**config.mk**
```make
export PLATFORM = sky130hd
export DESIGN_NAME = load_extend_ctrl
export DESIGN_NICKNAME = d
export VERILOG_FILES = /design/src/rtl/load_pkg.sv /design/src/rtl/load_lane_ext.sv /design/src/rtl/load_extend_ctrl.sv
export SDC_FILE = /design/constraint.sdc
export NUM_CORES = 1
export LEC_CHECK = 0
export ABC_AREA = 0
export CORE_ASPECT_RATIO = 1.2
export CORE_MARGIN = 2
export CORE_UTILIZATION = 30
export DETAILED_ROUTE_END_ITERATION = 7
export PLACE_DENSITY = 0.66
export SKIP_CTS_REPAIR_TIMING = 1
export SYNTH_ARGS = -nofsm -noshare
export SYNTH_HDL_FRONTEND = slang
export SYNTH_SLANG_ARGS = --single-unit
```
**constraint.sdc**
```tcl
create_clock -name i_CLK -period 1.9 [get_ports i_CLK]
set_clock_uncertainty 0.15 [all_clocks]
set_input_delay 0.38 -clock i_CLK [delete_from_list [all_inputs] [get_ports i_CLK]]
set_output_delay 0.38 -clock i_CLK [all_outputs]
set_load 0.02 [all_outputs]
```
**src/rtl/load_pkg.sv**
```systemverilog
// load_pkg: shared FSM state encoding, load size codes and alignment helper
// for the load_extend_ctrl slice.
package load_pkg;

    // Controller states
    typedef enum logic [1:0] {
        IDLE = 2'd0,
        REQ  = 2'd1,
        WAIT = 2'd2,
        RESP = 2'd3
    } state_t;

    // Load size codes as presented on i_req_size; 2'b11 behaves as a word
    typedef enum logic [1:0] {
        SZ_BYTE   = 2'b00,
        SZ_HALF   = 2'b01,
        SZ_WORD   = 2'b10,
        SZ_WORD_X = 2'b11
    } size_t;

    // Half accesses need addr[0]==0, word accesses need addr[1:0]==0
    function automatic logic is_misaligned(input size_t size, input logic [1:0] addr_lo);
        logic mis;
        case (size)
            SZ_BYTE: mis = 1'b0;
            SZ_HALF: mis = addr_lo[0];
            default: mis = (addr_lo != 2'b00);
        endcase
        return mis;
    endfunction

endpackage

```
**src/rtl/load_lane_ext.sv**
```systemverilog
// load_lane_ext: little-endian lane select of a 32-bit read word followed by
// sign or zero extension to the full writeback width.
module load_lane_ext
    import load_pkg::*;
#(
    parameter int unsigned DATA_WIDTH = 32
) (
    input  logic [DATA_WIDTH-1:0] rdata,
    input  logic [1:0]            addr_lo,
    input  size_t                 size,
    input  logic                  is_signed,
    output logic [DATA_WIDTH-1:0] data
);

    logic [7:0]  byte_lane;
    logic [15:0] half_lane;

    // Pick the addressed lane and fill the upper bits with signed & lane MSB
    always_comb begin
        byte_lane = '0;
        half_lane = '0;
        data      = '0;
        case (addr_lo)
            2'd0:    byte_lane = rdata[7:0];
            2'd1:    byte_lane = rdata[15:8];
            2'd2:    byte_lane = rdata[23:16];
            default: byte_lane = rdata[31:24];
        endcase
        half_lane = addr_lo[1] ? rdata[31:16] : rdata[15:0];
        case (size)
            SZ_BYTE: data = {{(DATA_WIDTH-8){is_signed & byte_lane[7]}}, byte_lane};
            SZ_HALF: data = {{(DATA_WIDTH-16){is_signed & half_lane[15]}}, half_lane};
            default: data = rdata;
        endcase
    end

endmodule

```
**src/rtl/load_extend_ctrl.sv**
```systemverilog
// load_extend_ctrl: single-outstanding load controller. Accepts a load,
// checks alignment, issues a word-aligned memory read, extends the returned
// lane and hands it to writeback.
// Optional feature: define LOAD_TIMEOUT_EN to bound the WAIT state to
// TIMEOUT_CYCLES cycles (o_err pulses on expiry); otherwise WAIT is unbounded.
module load_extend_ctrl
    import load_pkg::*;
#(
    parameter int unsigned ADDR_WIDTH     = 32,
    parameter int unsigned DATA_WIDTH     = 32,
    parameter int unsigned TIMEOUT_CYCLES = 255
) (
    input  logic                  i_CLK,
    input  logic                  i_RST,
    input  logic                  i_req_valid,
    output logic                  o_req_ready,
    input  logic [ADDR_WIDTH-1:0] i_req_addr,
    input  logic [1:0]            i_req_size,
    input  logic                  i_req_signed,
    input  logic [4:0]            i_req_rd,
    output logic                  o_mem_valid,
    input  logic                  i_mem_ready,
    output logic [ADDR_WIDTH-1:0] o_mem_addr,
    input  logic                  i_mem_rvalid,
    input  logic [DATA_WIDTH-1:0] i_mem_rdata,
    output logic                  o_wb_valid,
    input  logic                  i_wb_ready,
    output logic [DATA_WIDTH-1:0] o_wb_data,
    output logic [4:0]            o_wb_rd,
    output logic                  o_misalign,
    output logic                  o_err,
    output logic                  o_busy
);

    if (DATA_WIDTH != 32) begin : g_bad_data_width
        $error("load_extend_ctrl supports DATA_WIDTH == 32 only");
    end
    if (TIMEOUT_CYCLES < 1) begin : g_bad_timeout
        $error("load_extend_ctrl needs TIMEOUT_CYCLES >= 1");
    end

    state_t                  state_q, state_d;
    logic [ADDR_WIDTH-1:0]   addr_q;
    size_t                   size_q;
    logic                    sgn_q;
    logic [4:0]              rd_q;
    logic [DATA_WIDTH-1:0]   wb_data_q;
    logic [DATA_WIDTH-1:0]   ext_data;
    logic                    misalign_q;
    logic                    accept;
    logic                    req_mis;
    logic                    timeout_hit;

    assign accept  = i_req_valid && (state_q == IDLE);
    assign req_mis = is_misaligned(size_t'(i_req_size), i_req_addr[1:0]);

    load_lane_ext #(
        .DATA_WIDTH (DATA_WIDTH)
    ) u_lane_ext (
        .rdata     (i_mem_rdata),
        .addr_lo   (addr_q[1:0]),
        .size      (size_q),
        .is_signed (sgn_q),
        .data      (ext_data)
    );

`ifdef LOAD_TIMEOUT_EN
    localparam int unsigned CNT_W = $clog2(TIMEOUT_CYCLES + 1);

    logic [CNT_W-1:0] cnt_q;
    logic             err_q;

    // Expiry is detected in the last allowed WAIT cycle so IDLE follows
    // exactly TIMEOUT_CYCLES WAIT cycles.
    assign timeout_hit = (state_q == WAIT) && !i_mem_rvalid &&
                         (cnt_q == CNT_W'(TIMEOUT_CYCLES - 1));
    assign o_err       = err_q;

    // WAIT cycle counter, cleared on entry to WAIT; one-cycle error pulse
    always_ff @(posedge i_CLK) begin
        if (i_RST) begin
            cnt_q <= '0;
            err_q <= 1'b0;
        end else begin
            err_q <= timeout_hit;
            if (state_q == REQ && i_mem_ready)
                cnt_q <= '0;
            else if (state_q == WAIT)
                cnt_q <= cnt_q + 1'b1;
        end
    end
`else
    assign timeout_hit = 1'b0;
    assign o_err       = 1'b0;
`endif

    // State register
    always_ff @(posedge i_CLK) begin
        if (i_RST) state_q <= IDLE;
        else       state_q <= state_d;
    end

    // Next-state logic; misaligned accepts stay in IDLE
    always_comb begin
        state_d = state_q;
        case (state_q)
            IDLE: if (accept && !req_mis) state_d = REQ;
            REQ:  if (i_mem_ready)        state_d = WAIT;
            WAIT: begin
                if (i_mem_rvalid)         state_d = RESP;
                else if (timeout_hit)     state_d = IDLE;
            end
            RESP: if (i_wb_ready)         state_d = IDLE;
            default:                      state_d = IDLE;
        endcase
    end

    // State-decoded handshake and status outputs
    always_comb begin
        o_req_ready = (state_q == IDLE);
        o_mem_valid = (state_q == REQ);
        o_wb_valid  = (state_q == RESP);
        o_busy      = (state_q != IDLE);
    end

    // Request capture, misalign pulse and extended-result capture
    always_ff @(posedge i_CLK) begin
        if (i_RST) begin
            addr_q     <= '0;
            size_q     <= SZ_BYTE;
            sgn_q      <= 1'b0;
            rd_q       <= '0;
            wb_data_q  <= '0;
            misalign_q <= 1'b0;
        end else begin
            misalign_q <= accept && req_mis;
            if (accept) begin
                addr_q <= i_req_addr;
                size_q <= size_t'(i_req_size);
                sgn_q  <= i_req_signed;
                rd_q   <= i_req_rd;
            end
            if (state_q == WAIT && i_mem_rvalid)
                wb_data_q <= (rd_q == 5'd0) ? '0 : ext_data;
        end
    end

    assign o_mem_addr = {addr_q[ADDR_WIDTH-1:2], 2'b00};
    assign o_wb_data  = wb_data_q;
    assign o_wb_rd    = rd_q;
    assign o_misalign = misalign_q;

endmodule

```
# Word-level counts from Yosys, hierarchy flattened

Cells that the tools add are included.

Register bits: 75
Input port bits: 78
Output and inout bits: 75
Logic and storage cells: 43

Eq/ne operators: 11
Multiplexer cells: 10
Bitwise gates (word level): 2
Reduce and logical (&&, ||, !) cells: 13

Operator list:

| cell                                                                    | number |
|---|---|
| 32-bit case mux with 2 select lines                                     | 1 |
| 32-bit 2-to-1 mux                                                       | 1 |
| 8-bit case mux with 3 select lines                                      | 1 |
| 16-bit 2-to-1 mux                                                       | 1 |
| 2-bit by 1-bit equality test with 1-bit output, second input constant   | 4 |
| 2-bit logical NOT                                                       | 4 |
| 2-bit 2-to-1 mux                                                        | 4 |
| 2-bit case mux with 4 select lines                                      | 1 |
| 2-bit equality test, second input constant                              | 3 |
| 2-bit by 1-bit inequality test with 1-bit output, second input constant | 3 |
| 5-bit logical NOT                                                       | 1 |
| 1-bit logical AND                                                       | 4 |
| 4-bit AND reduction                                                     | 1 |
| 2-bit nonzero test                                                      | 2 |
| 1-bit bitwise AND                                                       | 2 |
| 2-bit inequality test, second input constant                            | 1 |
| 1-bit case mux with 2 select lines                                      | 1 |
| 1-bit logical NOT                                                       | 1 |

# Depth between registers and ports, before layout

Gate-level depths: netlist of run 1.

Word-level depth: 6
Depth in mapped cells: 8
Mapped depth without buffers: 6

# Modules after synthesis

A second synthesis of run 1 with hierarchy kept.

Cell total of the unflattened synthesis: 495
Area, all modules: 4179.0 um^2

By module, submodules not included:

| module           | instances | cells each | area an instance (um^2) | seq. area each (um^2) |
|---|---|---|---|---|
| load_extend_ctrl | 1         | 380        | 3303.2                  | 1501.4 |
| load_lane_ext    | 1         | 115        | 875.8                   | 0.0 |

# Worst setup path after synthesis of run 1

No wires, ideal clock.

Path kind: flip-flop to flip-flop
Start point: reg state_q[0]
End point: reg wb_data_q[7], in the netlist o_wb_data[7]
Library setup time: 0.087 ns
Arrival: 1.608 ns
Data required time: 1.663 ns
Path slack: 0.055 ns
Cell stages (with the launch flop): 9
Path buffers: 2
Clock period less this slack: 1.845 ns
Path through: dfxtp_1 -> inv_1 -> ha_1 -> and2_1 -> buf_2 -> nor2_1 -> clkbuf_1 -> nand2_1 -> o31ai_1

Word-level cells in the longest chain between the ends: 2

Ends and longest elaborated chain:

| what                     | RTL line                | text |
|---|---|---|
| start: declaration       | load_extend_ctrl.sv:42  | `state_t state_q, state_d;` |
| start signal: assignment | load_extend_ctrl.sv:100 | `else state_q <= state_d;` |
| 2-bit equality test      | load_extend_ctrl.sv:143 | `if (state_q == WAIT && i_mem_rvalid)` |
| 1-bit logical AND        | load_extend_ctrl.sv:143 |  |
| end signal: assignment   | load_extend_ctrl.sv:144 | `wb_data_q <= (rd_q == 5'd0) ? '0 : ext_data;` |
| end: declaration         | load_extend_ctrl.sv:47  | `logic [DATA_WIDTH-1:0] wb_data_q;` |

No other way between the ends.
A chain may end at the register's enable or synchronous reset.

# Worst setup path in the final report of run 1

Start point: reg rd_q[3], in the netlist o_wb_rd[3]
End point: out o_wb_rd[3]

RTL lines:

| what                     | RTL line                | text |
|---|---|---|
| start: declaration       | load_extend_ctrl.sv:46  | `logic [4:0] rd_q;` |
| start signal: assignment | load_extend_ctrl.sv:141 | `rd_q <= i_req_rd;` |
| end: declaration         | load_extend_ctrl.sv:29  | `output logic [4:0] o_wb_rd,` |

No word-level cell between the ends.

==> results of run 1 <==
-- kinds of logic after synthesis --
group,synth area share (%)
and+or+nand+nor,17.9
other,0.109
AOI/OAI and AO/OA,21.6
DFF,43.5
buffers and inverters,11.9
muxes,3.19
adders and majority gates,1.81
-- state kept, by name, indices dropped and copies added, names as in the netlist --
signal and cells:
o_wb_rd 5, o_misalign 1, size_q 2, sgn_q 1, addr_q 32, o_wb_data 32
state_q 2
-- layout by cell type (no fill, tap or decap), types with 2 or more instances in the layout --
| cell type | synthesis | final |
|---|---|---|
| sky130_fd_sc_hd__clkdlybuf4s50_1 | 0 | 142 |
| sky130_fd_sc_hd__nand2_1 | 117 | 117 |
| sky130_fd_sc_hd__dfxtp_1 | 75 | 75 |
| sky130_fd_sc_hd__a21oi_1 | 42 | 42 |
| sky130_fd_sc_hd__buf_4 | 34 | 26 |
| sky130_fd_sc_hd__o21ai_0 | 24 | 22 |
| sky130_fd_sc_hd__a32oi_1 | 16 | 15 |
| sky130_fd_sc_hd__mux2i_1 | 11 | 11 |
| sky130_fd_sc_hd__inv_1 | 9 | 9 |
| sky130_fd_sc_hd__o22ai_1 | 9 | 9 |
| sky130_fd_sc_hd__nor2b_1 | 9 | 9 |
| sky130_fd_sc_hd__clkbuf_16 | 0 | 9 |
| sky130_fd_sc_hd__nand3_1 | 7 | 7 |
| sky130_fd_sc_hd__a2bb2oi_1 | 7 | 7 |
| sky130_fd_sc_hd__a221oi_1 | 7 | 7 |
| sky130_fd_sc_hd__nor2_1 | 6 | 6 |
| sky130_fd_sc_hd__ha_1 | 5 | 5 |
| sky130_fd_sc_hd__dlymetal6s2s_1 | 0 | 5 |
| sky130_fd_sc_hd__o21ai_1 | 1 | 3 |
| sky130_fd_sc_hd__conb_1 | 1 | 3 |
| sky130_fd_sc_hd__clkbuf_8 | 0 | 3 |
| sky130_fd_sc_hd__bufinv_16 | 0 | 3 |
| sky130_fd_sc_hd__buf_12 | 0 | 3 |
| sky130_fd_sc_hd__nand2b_1 | 2 | 2 |
| sky130_fd_sc_hd__a211oi_1 | 2 | 2 |
-- power breakdown --
group | total (mW) | internal (mW) | switching, mW
registers | 1.90 | 1.78 | 0.127
logic | 2.10 | 0.969 | 1.13
clock network | 2.05 | 1.39 | 0.664
total | 6.06 | 4.13 | 1.92
-- layer usage --
layer,vias to the layer above,GRT usage [%],share of wire (%)
met1,1572,20.4,43
li1,1693,-,-
met3,13,5.30,7.9
met5,-,0,0.066
met4,2,5.25,1.1
met2,131,28.1,48
-- area by class of cell --
type / count / area, µm² / area share, %
well taps: 154 / 193 / 3.57
flip-flops and latches: 75 / 1500 / 27.8
multi-input cells: 283 / 1560 / 28.9
repair buffers: 178 / 1750 / 32.4
clock inverters: 4 / 95.1 / 1.76
inverters: 9 / 33.8 / 0.626
clock buffers: 12 / 267 / 4.94
-- per-stage QoR --
step / std cells / setup TNS [ns]
final: 715 / 0
after floorplan: 428 / 0
after global placement: 699 / -0.333
after global routing: 715 / -0.00158
after detailed placement: 699 / -1.39
after CTS: 715 / -1.14
-- worst min-delay path by stage --
stage	endpoint	slack, ns
2_1_floorplan	addr_q[10]	0.29
5_1_grt	o_wb_data[11]	0.27
4_1_cts	o_wb_data[12]	0.22
6_report	o_wb_data[12]	0.23
3_5_place_dp	o_wb_data[1]	0.29
3_3_place_gp	o_wb_data[3]	0.29
==> results.md, run 1 <==
- The run finished with clean final reports.
- The number of buffers added by the clock tree synthesis step is 9.
- Clock-pin slew was measured on the worst setup and hold paths at 0.06 ns.
- During placement, the flow inserted port buffers numbering 149.
- The maximum ir drop on the vdd rail is 0.000559 V.
- The floorplan core area is 0.0111 mm².
- Once the floorplan was initialized, standard cells occupied 31.0% of the core.
- The ratio of cells with drive above 1 in the final layout is 9.63%.
- The initial antenna violation count is 1.
- The data arrival time of the critical path is 1.32 ns.
- STA classifies the critical path endpoint as an output pin.
- The count of cells along the worst hold path is 2.
- The netlist uses 37 different library cells.
- Counting cells, the worst reg-to-reg path comes to 5.
- Before antenna repair, the detailed router went through 4 iterations.
- The setup slack after layout is 0.0545 ns.
- Once layout is done, the placed cells without fillers occupy 0.00540 mm².
- CTS saw 75 sinks.
- The launch point of the worst hold path is i_RST.
- The endpoint identified for the worst register-to-register timing path is o_wb_data[18].
- In this run the power density over the cells is 1120 mW/mm².
- The post-synthesis cell area is 0.00345 mm².
- Dividing the final minimum period by the clock period gives 97.1%.
- Along the worst path, the maximum fanout reaches 3.
- The average via count per standard cell is 4.77.
- Counting along the longest clock path gives a buffer depth of 2.
- A synthesized cell averages 8.10 µm².
- The floorplan step set the die width to 102 µm.
- The tree is rooted in a sky130_fd_sc_hd__clkbuf_16.
- The via count of the first global-routing pass is 3400.
- The max-slew headroom at the worst pin is 59.7%.
- The total via count after detailed routing is 3411.
- The total of endpoints with negative setup slack in the final report is 0.
- The die covers 0.0124 mm².
- The worst hold slack is 0.235 ns.
- Across the run, the number of max-cap violations was 0.
- At the worst endpoint, the required time is 1.37 ns.
- In this run the cell area measured after placement is 0.00502 mm².
- The wire length of the first global-routing pass is 16.4 mm.
- Tracing the worst setup path back leads to its startpoint at o_wb_rd[3].
- In this run the number of cells on the critical path is 1.
- The fraction of the core area covered by cells at the end of the flow is 48.4%.
- The critical path's slowest cell is sky130_fd_sc_hd__clkdlybuf4s50_1.
- The share of synthesized area in the top cell type comes to 43.5%.
- Yosys printed 0 warnings.
- 153 I/O pins were placed.
- Among all flip-flop cells after synthesis, the most frequent one is sky130_fd_sc_hd__dfxtp_1.
- Walking the worst path, the cells encountered are clkdlybuf4s50_1.
- The routed design has 10.6 mm of wire.
- The violation count after the first detailed-routing iteration is 131.
- The net count of the finished layout is 639.
- The number of instances in the synthesized netlist is 426.
- The antenna diode instance count is 0.
- The number of buffers and inverters on the critical path is 1.
- The family with the most delay on the worst path is buffers and inverters.
- The startpoint of the most critical register-to-register path is o_wb_rd[0].
- The count of nets left with antenna violations once routing finished came out at 0.
- The detailed-placement wirelength estimate is 8.00 mm.
- Across every metal layer, demand over resource in global routing totals 16.8%.
- The number of H-tree branching levels is 3.
- The synthesized design contains 75 register bits.
- After filler insertion, the fill cell instance count of the layout stands at 1084.
- The total chip power is 6.06 mW.
- Yosys mapped a number of flops with a built-in enable equal to 0.
- The remaining design rule violation count is 0.
- The pin slew with the least headroom to its limit is 0.601 ns.
- Derived from the worst setup path, the maximum achievable clock frequency is 542 MHz.
- The reported leakage power is 2.15 nW.
- The worst hold path belongs to the class in2reg.
- The total congestion overflow is 0.
- The later pin in the worst-skew pair is clocked with a latency of 0.33 ns.
- Ranked by total cell area, the synthesized netlist is headed by sky130_fd_sc_hd__dfxtp_1 (44%), sky130_fd_sc_hd__nand2_1 (13%), sky130_fd_sc_hd__buf_4 (7.4%), sky130_fd_sc_hd__a21oi_1 (6.1%), sky130_fd_sc_hd__a32oi_1 (4.1%).
- The largest total area in the synthesized netlist belongs to sky130_fd_sc_hd__dfxtp_1.
- The layout-stage area growth over the synthesis result is 56.4%.
- The stage delay of the slowest cell on the critical path is 0.64 ns.
- In this run the worst setup path terminates at o_wb_rd[3].
- The maximum number of pins on one net before global-route repair is 32.
- The most numerous cell in the Yosys netlist is sky130_fd_sc_hd__nand2_1.
- Of the synthesized area, sequential elements account for 43.5%.
- The average wire length per cell after detail routing is 14.8 µm.
- The reg2reg setup slack is 0.06 ns.
- By count the netlist is led by sky130_fd_sc_hd__nand2_1 (117), sky130_fd_sc_hd__dfxtp_1 (75), sky130_fd_sc_hd__a21oi_1 (42).
- TritonCTS built the clock tree.
- In this run the core area contains 42 standard-cell rows.
- In this run the vertical extent of the chip is 121 µm.
- The critical path class is reg2out.
- The number of hold violations in the final report came to 0.
- The async set-reset flop share out of synthesis is 0%.
- The launching element type of the critical path is a register.
- The count of pins over their slew limit is 0.
- The clock period could shrink to 1.85 ns.
- Routability-driven placement finished with a final weighted congestion of 0.785.
- OpenSTA, run right after detailed placement, puts the worst setup slack at -0.0928 ns.
Power figures use the tool's default switching activity.
==> run 2: changes to the inputs <==
--- a/config.mk
+++ b/config.mk
@@ -6,7 +6,6 @@
 export NUM_CORES = 1
 export LEC_CHECK = 0
 export ABC_AREA = 0
-export CORE_ASPECT_RATIO = 1.2
 export CORE_MARGIN = 2
 export CORE_UTILIZATION = 30
 export DETAILED_ROUTE_END_ITERATION = 7
==> run 2 against run 1 <==
Compared with the run above:
- sequential cell count is the same
- clock power down 9%
- combinational power barely moved
- sequential share of layout area is 0.28 points higher
- routed wire length fell by 1.2%
- critical path depth unchanged
- maximum frequency decreased by 0.90%
- critical endpoint is now o_wb_rd[1]
==> results.md, run 2 (synthesis results as in run 1) <==
- After detailed routing, the number of remaining DRC violations is 0.
- The initial antenna violation count came to 0.
- The maximum ir drop on the vdd rail is 0.000440 V.
- The path class of the tightest hold or removal check is in2reg.
- The tree is rooted in a sky130_fd_sc_hd__clkbuf_16.
- The worst-path maximum fanout is 3.
- The type of element capturing the critical path is an output pin.
- Leaving out fill and tap cells, the most frequent cell in the layout is sky130_fd_sc_hd__clkdlybuf4s50_1.
- The critical path class is reg2out.
- The minimum clock period after layout is 1.86 ns.
- The starting density of the core is 30.5%.
- The worst setup path is launched from a register.
- The final route contains 3406 vias.
- The number of detailed-routing iterations run before antenna repair is 5.
- For the worst setup path, the data arrival time is 1.33 ns.
- On the final layout, the worst hold slack is 0.246 ns.
- In this run the count of I/O pins placed on the die edge is 153.
- The via count of the first global-routing pass is 3350.
- The clock passes through at most 2 buffers.
- The number of H-tree branching levels is 3.
- The reported leakage power is 2.17 nW.
- The sink count of the clock tree is 75.
- The number of buffers and inverters on the critical path is 1.
- After global routing the overflow that remains totals 0.
- The count of buffers from port buffering is 149.
- The layout-stage area growth over the synthesis result is 55.0%.
- The cell row count is 39.
- Setup repair after global routing could not meet its margin everywhere.
- In this design, the largest share of critical-path delay is due to buffers and inverters.
- The library cells used most frequently in the layout, excluding fill and tap cells, are sky130_fd_sc_hd__clkdlybuf4s50_1 (140), sky130_fd_sc_hd__nand2_1 (117), sky130_fd_sc_hd__dfxtp_1 (74).
- Across the run, the number of max-cap violations was 0.
- After clock tree synthesis, the clock-pin slew on the worst setup and hold paths is 0.06 ns.
- After detailed routing, the number of vias per cell comes to 4.85.
- The cell area after placement is 0.00499 mm².
- The detailed-placement wirelength estimate is 7.74 mm.
- At the end of the flow the core is filled with cells to 47.2%.
- The number of buffers added by the clock tree synthesis step is 9.
- Data on the critical path is required at its endpoint by 1.37 ns.
- The run finished with clean final reports.
- Wires add up to 10.4 mm.
- The top achievable clock speed is 537 MHz.
- In the global route stage, overall resource usage came out at 16.8%.
- The power per standard cell area is 1090 mW/mm².
- The stage delay of the slowest cell on the critical path is 0.63 ns.
- The share of the clock period used by the worst path after layout is 98.0%.
- The violation count after the first detailed-routing iteration is 213.
- The count of pins over their slew limit is 0.
- Measured along the x axis, the die boundary spans 111 µm.
- The maximum number of pins on one net before global-route repair is 34.
- The repair_antennas step left the layout with diodes totalling 0.
- The post-route netlist has 9.30% of its cells at a drive strength greater than 1.
- The count of nets left with antenna violations after detail routing is 0.
- The floorplan step defined a die boundary enclosing 0.0124 mm².
- Measured along the y axis, the die boundary spans 111 µm.
- The total of endpoints with negative setup slack in the final report is 0.
- The wire length of the first global-routing pass is 16.8 mm.
- The latest clock arrival within the worst-skew pair is 0.33 ns.
- For the pin with the worst max-slew slack, the measured transition is 0.505 ns.
- The critical path's slowest cell is sky130_fd_sc_hd__clkdlybuf4s50_1.
- The clock tree from TritonCTS is built.
- The core region is 0.0113 mm².
- The congestion estimate from routability-driven global placement came to 0.811.
- The total chip power is 5.85 mW.
- The average wire length per cell after detail routing is 14.9 µm.
- The finished cells cover 0.00535 mm².
- The number of hold violations in the final report is 0.
- Traced cell by cell, the critical path runs through clkdlybuf4s50_1.
- The final-stage net count is 637.
- The max-slew headroom at the worst pin is 66.1%.
## run 2: per-stage QoR
step | cells | setup TNS, ns | worst slack [ns]
floorplan | 428 | 0 | 0.0547
global placement | 686 | -0.102 | -0.0181
detailed placement | 686 | -0.866 | -0.0914
CTS | 702 | -1.04 | -0.311
global route | 702 | -0.00345 | -0.00345
finish | 702 | 0 | 0.0378
## run 2: layout make-up
type | count | area (µm²)
Clock inverter | 7 | 103
Multi-Input combinational cell | 283 | 1550
Fill cell | 1134 | 5970
Clock buffer | 9 | 225
Inverter | 9 | 33.8
Tap cell | 143 | 179
Sequential cell | 75 | 1500
Timing Repair Buffer | 176 | 1750
## run 2: worst paths after layout
path	cells past startpoint	end	slack, ns	start
setup reg to reg	5	o_wb_data[22]	0.06	o_wb_rd[1]
hold / removal	2	o_wb_data[13]	0.25	i_RST
hold reg to reg	2	addr_q[26]	0.30	addr_q[26]
setup / recovery	1	o_wb_rd[1]	0.04	o_wb_rd[1]
## run 2: report_power, final
group	leakage, nW	internal (mW)	total [mW]	switching, mW
registers	0.611	1.78	1.91	0.132
clock network	0.156	1.16	1.86	0.698
logic	1.40	0.962	2.09	1.12
total	2.17	3.90	5.85	1.95
## run 2: per-layer routing
layer / GRT usage, % / part of all wire [%]
met1: 20.4 / 43
met2: 27.8 / 49
met3: 4.59 / 6.8
met4: 7.16 / 1.8
met5: 0 / 0
